## config.mk

```make
export PLATFORM = sky130hd
export DESIGN_NAME = uart_rx_ctrl
export DESIGN_NICKNAME = d
export VERILOG_FILES = /design/src/rtl/uart_rx_ctrl.sv
export SDC_FILE = /design/constraint.sdc
export NUM_CORES = 1
export LEC_CHECK = 0
export BUFFER_PORTS_ARGS = -buffer_cell sky130_fd_sc_hd__buf_2
export CORE_AREA = 2 2 111 113
export CTS_CLUSTER_SIZE = 16
export DETAILED_ROUTE_END_ITERATION = 10
export DIE_AREA = 0 0 113 115
export GPL_TIMING_DRIVEN = 1
export PLACE_DENSITY = 0.54
export SYNTH_ARGS = -nofsm -noshare
export SYNTH_HDL_FRONTEND = slang
export SYNTH_SLANG_ARGS = --single-unit
```

## constraint.sdc

```tcl
create_clock -name clk -period 3.4 [get_ports clk]
set_clock_uncertainty 0.15 [all_clocks]
set_input_delay 0.17 -clock clk [delete_from_list [all_inputs] [get_ports clk]]
set_output_delay 0.17 -clock clk [all_outputs]
set_load 0.02 [all_outputs]
```

## src/rtl/uart_rx_ctrl.sv

```systemverilog
// Receive-side controller: buffers received bytes in a FWFT FIFO behind a valid/ready
// stream, counts framing errors, flags overrun. Optional timeout: UART_RX_CTRL_TIMEOUT_EN.
module uart_rx_ctrl #(
  parameter int Depth        = 8,
  parameter int Oversample   = 16,
  parameter int TimeoutChars = 4
) (
  input  logic                     clk,
  input  logic                     nReset,
  input  logic                     enable,
  input  logic [7:0]               rxData,
  input  logic                     rxDone,
  input  logic                     rxErr,
  output logic [7:0]               outData,
  output logic                     outValid,
  input  logic                     outReady,
  output logic [$clog2(Depth):0]   count,
  output logic                     overrun,
  output logic [7:0]               errCount,
  input  logic                     clearErr,
  output logic                     timeout
);

  localparam int PTR_W = $clog2(Depth);
  localparam int CNT_W = PTR_W + 1;
  localparam int TO_T  = TimeoutChars * 10 * Oversample;
  localparam int TO_W  = $clog2(TO_T + 1);

  typedef enum logic [1:0] {
    S_OFF    = 2'd0,
    S_IDLE   = 2'd1,
    S_ACTIVE = 2'd2,
    S_FLUSH  = 2'd3
  } state_e;

  state_e             state_q, state_d;
  logic [CNT_W-1:0]   count_q, count_d;
  logic [PTR_W-1:0]   wr_ptr_q, wr_ptr_d;
  logic [PTR_W-1:0]   rd_ptr_q, rd_ptr_d;
  logic [7:0]         out_data_q, out_data_d;
  logic               out_valid_q, out_valid_d;
  logic               overrun_q, overrun_d;
  logic [7:0]         err_count_q, err_count_d;
  logic [7:0]         mem [Depth];

  logic               live;
  logic               full;
  logic               pop;
  logic               push;
  logic               drop;
  logic [CNT_W-1:0]   remain;
  logic [PTR_W-1:0]   rd_next;

  always_comb begin
    live    = (state_q == S_IDLE) || (state_q == S_ACTIVE);
    full    = (count_q == CNT_W'(Depth));
    pop     = live && (count_q != '0) && outReady;
    // A push into a full FIFO still fits when the head leaves in the same cycle.
    push    = live && rxDone && (!full || pop);
    drop    = live && rxDone && full && !pop;
    remain  = pop ? (count_q - CNT_W'(1)) : count_q;
    rd_next = rd_ptr_q + PTR_W'(pop);
  end

  always_comb begin
    count_d  = count_q;
    wr_ptr_d = wr_ptr_q + PTR_W'(push);
    rd_ptr_d = rd_next;
    case ({push, pop})
      2'b10:   count_d = count_q + CNT_W'(1);
      2'b01:   count_d = count_q - CNT_W'(1);
      default: count_d = count_q;
    endcase
    if (state_q == S_FLUSH) begin
      count_d  = '0;
      wr_ptr_d = '0;
      rd_ptr_d = '0;
    end
  end

  // Head register: refreshed only when the old head leaves or the FIFO was empty.
  always_comb begin
    out_data_d = out_data_q;
    if (live && (pop || (count_q == '0))) begin
      if (remain != '0) begin
        out_data_d = mem[rd_next];
      end else if (push) begin
        out_data_d = rxData;
      end
    end
    out_valid_d = (count_d != '0);
  end

  always_comb begin
    state_d = state_q;
    case (state_q)
      S_OFF:    state_d = enable ? S_IDLE : S_OFF;
      S_IDLE:   state_d = !enable ? S_FLUSH : ((count_d != '0) ? S_ACTIVE : S_IDLE);
      S_ACTIVE: state_d = !enable ? S_FLUSH : ((count_d == '0) ? S_IDLE : S_ACTIVE);
      S_FLUSH:  state_d = S_OFF;
      default:  state_d = S_OFF;
    endcase
  end

  always_comb begin
    overrun_d   = overrun_q | drop;
    err_count_d = err_count_q;
    if (live && rxErr && (err_count_q != 8'hFF)) begin
      err_count_d = err_count_q + 8'd1;
    end
    if (clearErr) begin
      overrun_d   = 1'b0;
      err_count_d = 8'd0;
    end
  end

  always_ff @(posedge clk) begin
    if (push) begin
      mem[wr_ptr_q] <= rxData;
    end
  end

  always_ff @(posedge clk or negedge nReset) begin
    if (!nReset) begin
      state_q     <= S_OFF;
      count_q     <= '0;
      wr_ptr_q    <= '0;
      rd_ptr_q    <= '0;
      out_data_q  <= 8'd0;
      out_valid_q <= 1'b0;
      overrun_q   <= 1'b0;
      err_count_q <= 8'd0;
    end else begin
      state_q     <= state_d;
      count_q     <= count_d;
      wr_ptr_q    <= wr_ptr_d;
      rd_ptr_q    <= rd_ptr_d;
      out_data_q  <= out_data_d;
      out_valid_q <= out_valid_d;
      overrun_q   <= overrun_d;
      err_count_q <= err_count_d;
    end
  end

`ifdef UART_RX_CTRL_TIMEOUT_EN
  logic [TO_W-1:0] to_cnt_q, to_cnt_d;
  logic            timeout_q, timeout_d;

  // Counts idle cycles with data parked in the FIFO; saturates at the threshold.
  always_comb begin
    to_cnt_d = to_cnt_q;
    if ((state_q != S_ACTIVE) || push || pop || (count_q == '0)) begin
      to_cnt_d = '0;
    end else if (to_cnt_q != TO_W'(TO_T)) begin
      to_cnt_d = to_cnt_q + TO_W'(1);
    end
    timeout_d = (to_cnt_d == TO_W'(TO_T));
  end

  always_ff @(posedge clk or negedge nReset) begin
    if (!nReset) begin
      to_cnt_q  <= '0;
      timeout_q <= 1'b0;
    end else begin
      to_cnt_q  <= to_cnt_d;
      timeout_q <= timeout_d;
    end
  end

  assign timeout = timeout_q;
`else
  assign timeout = 1'b0;
`endif

  assign outData  = out_data_q;
  assign outValid = out_valid_q;
  assign count    = count_q;
  assign overrun  = overrun_q;
  assign errCount = err_count_q;

endmodule

```

==> results summary <==
The min-delay analysis places its worst path in the category primary input to flop. The mean number of vias per cell is 5.21. In this run the count of I/O pins placed on the die edge is 38.

STA classifies the critical path startpoint as a flop. The biggest area contributor in the post-synthesis netlist is sky130_fd_sc_hd__edfxtp_1. The number of rows in the core area is 40.

Clock tree synthesis found a total of 94 sinks. The netlist area before placement is 4170 sq um. The filler cell count came out at 1,113. The H-tree depth is 3. The area taken by multi-input logic gates is 1380 sq um.

The share of flip-flops with an asynchronous set or reset is 31.9%. The via count of the first global-routing pass came out at 2,705. The top cell types in the final layout, fill and taps aside, are 64 x sky130_fd_sc_hd__edfxtp_1, 36 x sky130_fd_sc_hd__buf_2, 30 x sky130_fd_sc_hd__dfrtp_1, 25 x sky130_fd_sc_hd__nand2_1, 24 x sky130_fd_sc_hd__nor2_1. The die covers 13,000 sq um. In the post-synthesis netlist, the biggest area contributors are sky130_fd_sc_hd__edfxtp_1 46%, sky130_fd_sc_hd__dfrtp_1 18%, sky130_fd_sc_hd__mux4_2 8.6%. TritonCTS built the clock tree. The largest stage delay on the critical path is 0.52 ns. Power spread over the standard cell area amounts to 861 nW/um^2. The ratio of final minimum period to clock period is 92.7%. For the final routed database, the setup TNS stands at 0 ns. The share of synthesized cell area in and, or, nand and nor gates came out at 10.2%.

Of the total synthesized cell area, the portion taken by full adders, half adders and majority gates is 3.30%. After synthesis, the largest family of logic cells by area is simple AND/OR/NAND/NOR gates. The power after layout is 4290 uW.

The critical path runs through a total of 10 cells. The antenna diode count is 0. The data arrival time of the critical path is 3.22 ns. The cell at the root of the clock tree is sky130_fd_sc_hd__clkbuf_16. The critical path goes through inv_1, ha_1, or3b_1, and3_1, ha_1, buf_12, mux4_2, nand2_1, a21oi_1, a221o_1.

The slack of the critical path came out at 0.248 ns. The sequential cell area in the final layout came out at 2670 sq um. The top-area cell type share of the netlist area is 46.1%. The post-synthesis area per instance came out at 14.3 sq um. The via total after detailed routing is 2,614. In the synthesized netlist the dominant register cell turns out to be sky130_fd_sc_hd__edfxtp_1. Summing the areas of all compound-gate instances in the mapped netlist gives 7.63% of the synthesized area. STA classifies the critical path endpoint as a flop. The final critical-path required period came out at 3.15 ns.

The number of buffers inserted by post-CTS setup repair came out at 0. The quantity of I/O buffers inserted on ports is 36. The highest ir drop seen on vdd is 0.000503 V.

The first-pass GRT wire length came out at 14,400 microns. The synthesized netlist devotes 2.52% of its cell area to XOR and XNOR gates. The number of flops mapped to enable cells by yosys came out at 64.

The number of cells on the worst reg-to-reg path is 10. In this design, the critical path's most frequently occurring cell is sky130_fd_sc_hd__ha_1. The register-to-register setup slack came out at 0.25 ns. The routed design has 9080 microns of wire. The total global-route track usage came out at 15.0%. The floorplan die width came out at 113 microns. Following the worst setup path forward leads to its endpoint at outData[0].

The run finished, with violations left. The per-cell routed wire length is 18.1 microns. The number of nets in the final layout is 376. The fraction of layout cells with a size suffix above 1 came out at 25.4%.

The total CTS buffers is 9. From bottom edge to top edge, the die measures 115 microns. The beginning of the worst hold path is rxData[2].

The static power due to leakage came out at 0.00194 uW. The multiplexer share of the synthesized area is 9.16%. The residual overflow from global routing is 0. The number of nets handed over by synthesis was 317. The largest net degree at the start of global routing is 31.

The max-cap check violation count is 0. In this design, the largest share of critical-path delay is due to simple AND/OR/NAND/NOR gates. The number of pins with negative max-slew slack in the final report came out at 0. The initial antenna violation count came out at 0. Setup repair after global routing left no endpoint under its margin.

The routability-driven placement congestion ratio is 0.829. In this run the standard cell core region covers 11,800 sq um. The launch instance of the worst register-to-register path is count[0].

The number of antenna-violating nets in the routed design came out at 0. The number of DRC markers in iteration 0 came out at 170. For this run, the share of the core covered by cells in the final layout is 42.2%. The worst max-slew margin expressed relative to the limit came out at 47.3%. In this run the worst setup path begins at count[0]. The final reports fail on DRC. The starting density of the core is 35.3%. The endpoint identified for the worst register-to-register timing path is outData[0].

The maximum fanout encountered on the critical timing path is 17. The final HPWL from detailed placement is 5910 microns. Setup violations remaining at the end of the flow were counted as 0.

Clock latency on the worst-skew pair, taken at its later pin, is 0.34 ns. The share of the yosys chip area belonging to registers is 64.1%. The buffer depth of the longest clock path came out at 2. The largest individual stage delay along the critical path comes from the cell sky130_fd_sc_hd__mux4_2. The area added between synthesis and finish came out at 19.8%.

The worst endpoint required time came out at 3.47 ns. The setup path with the least slack is of type flop to flop. The count of unresolved DRC violations after routing is 2. The count of cell types in the netlist came out at 50. The first TritonRoute pass finished after 7 iterations. The worst slack at placement came out at 0.249 ns.

Counting every instance in the synthesized netlist gives 291. Clock-pin slew was measured on the worst setup and hold paths at 0.06 ns. The total count of hold-check failures in the final report came out at 0. Together, buffers and inverters on the worst path number 2. The leading cell type in the layout, fill and taps excluded is sky130_fd_sc_hd__edfxtp_1. The maximum achievable frequency is 317 MHz. The measured slew at the worst slew-check pin came out at 0.788 ns.

The number of synthesis warnings came out at 0. Synthesis inferred 94 register bits.
through the flow:
step                      cell area (sq um)  cells  hold slack, ns
final                                  4990    502          0.0154
after global routing                   4990    502          0.0136
after CTS                              4990    502         0.00608
after detailed placement               4600    477           0.153
after global placement                 4600    477           0.150
after floorplan                        4170    291          -0.276
metal layers:
metal	part of all wire [%]	global-route usage, %	up-vias
met5	0	0	-
met4	1.7	5.04	0
met1	46	19.9	1333
met3	3.8	3.80	10
met2	49	24.3	56
li1	-	-	1215
report_power, final:
group	internal, uW	total (uW)	leakage [uW]	switching [uW]
sequential	1420	1550	0.000962	134
combinational	807	1740	0.000830	931
clock	572	1000	0.000150	431
cells in the mapped netlist, types with 4 or more instances:
cell                       number
sky130_fd_sc_hd__edfxtp_1      64
sky130_fd_sc_hd__xor2_1         4
sky130_fd_sc_hd__nor2b_1        5
sky130_fd_sc_hd__nand2_1       25
sky130_fd_sc_hd__nor2_1        24
sky130_fd_sc_hd__buf_4          4
sky130_fd_sc_hd__a21oi_1       14
sky130_fd_sc_hd__inv_1         13
sky130_fd_sc_hd__ha_1          11
sky130_fd_sc_hd__xnor2_1        8
sky130_fd_sc_hd__nor3_1        11
sky130_fd_sc_hd__mux4_2        16
sky130_fd_sc_hd__dfrtp_1       30
sky130_fd_sc_hd__and3_1         4
sky130_fd_sc_hd__a221o_1        8
kinds of logic (layout without fill, tap and decap cells):
group / Yosys count / count (layout)
AOI/OAI and AO/OA: 42 / 42
xor gates and xnor gates: 12 / 12
adders and majority gates: 11 / 11
buffers and inverters: 26 / 90
DFF: 94 / 94
muxes: 18 / 18
other: 1 / 1
and+or+nand+nor: 87 / 87
layout make-up:
class,count,share of cell area (%)
sequential,94,53.6
clock buffer,9,4.51
inverter,14,1.05
tap,147,3.69
multi-input combinational,171,27.6
timing repair buffer,60,8.17
clock inverter,7,1.43
worst min-delay path by stage:
stage	end	slack, ns	depth (start not counted)
CTS	mem[4][2]	0.006	1
floorplan	count[0]	-0.28	0
global route	mem[4][2]	0.01	1
detailed placement	errCount[5]	0.15	1
finish	mem[4][2]	0.02	1
global placement	errCount[5]	0.15	1
flip-flops by register name, indices dropped and copies added, names as in the netlist:
register / cells
count: 4
errCount: 8
mem: 64
outData: 8
outValid: 1
overrun: 1
rd_ptr_q: 3
state_q: 2
wr_ptr_q: 3
repair_timing:
item,4_1_cts,5_1_grt
gates resized for setup,0,0
hold endpoints to repair,88,0
hold buffers,9,0
(Power assumes the default switching activity.)
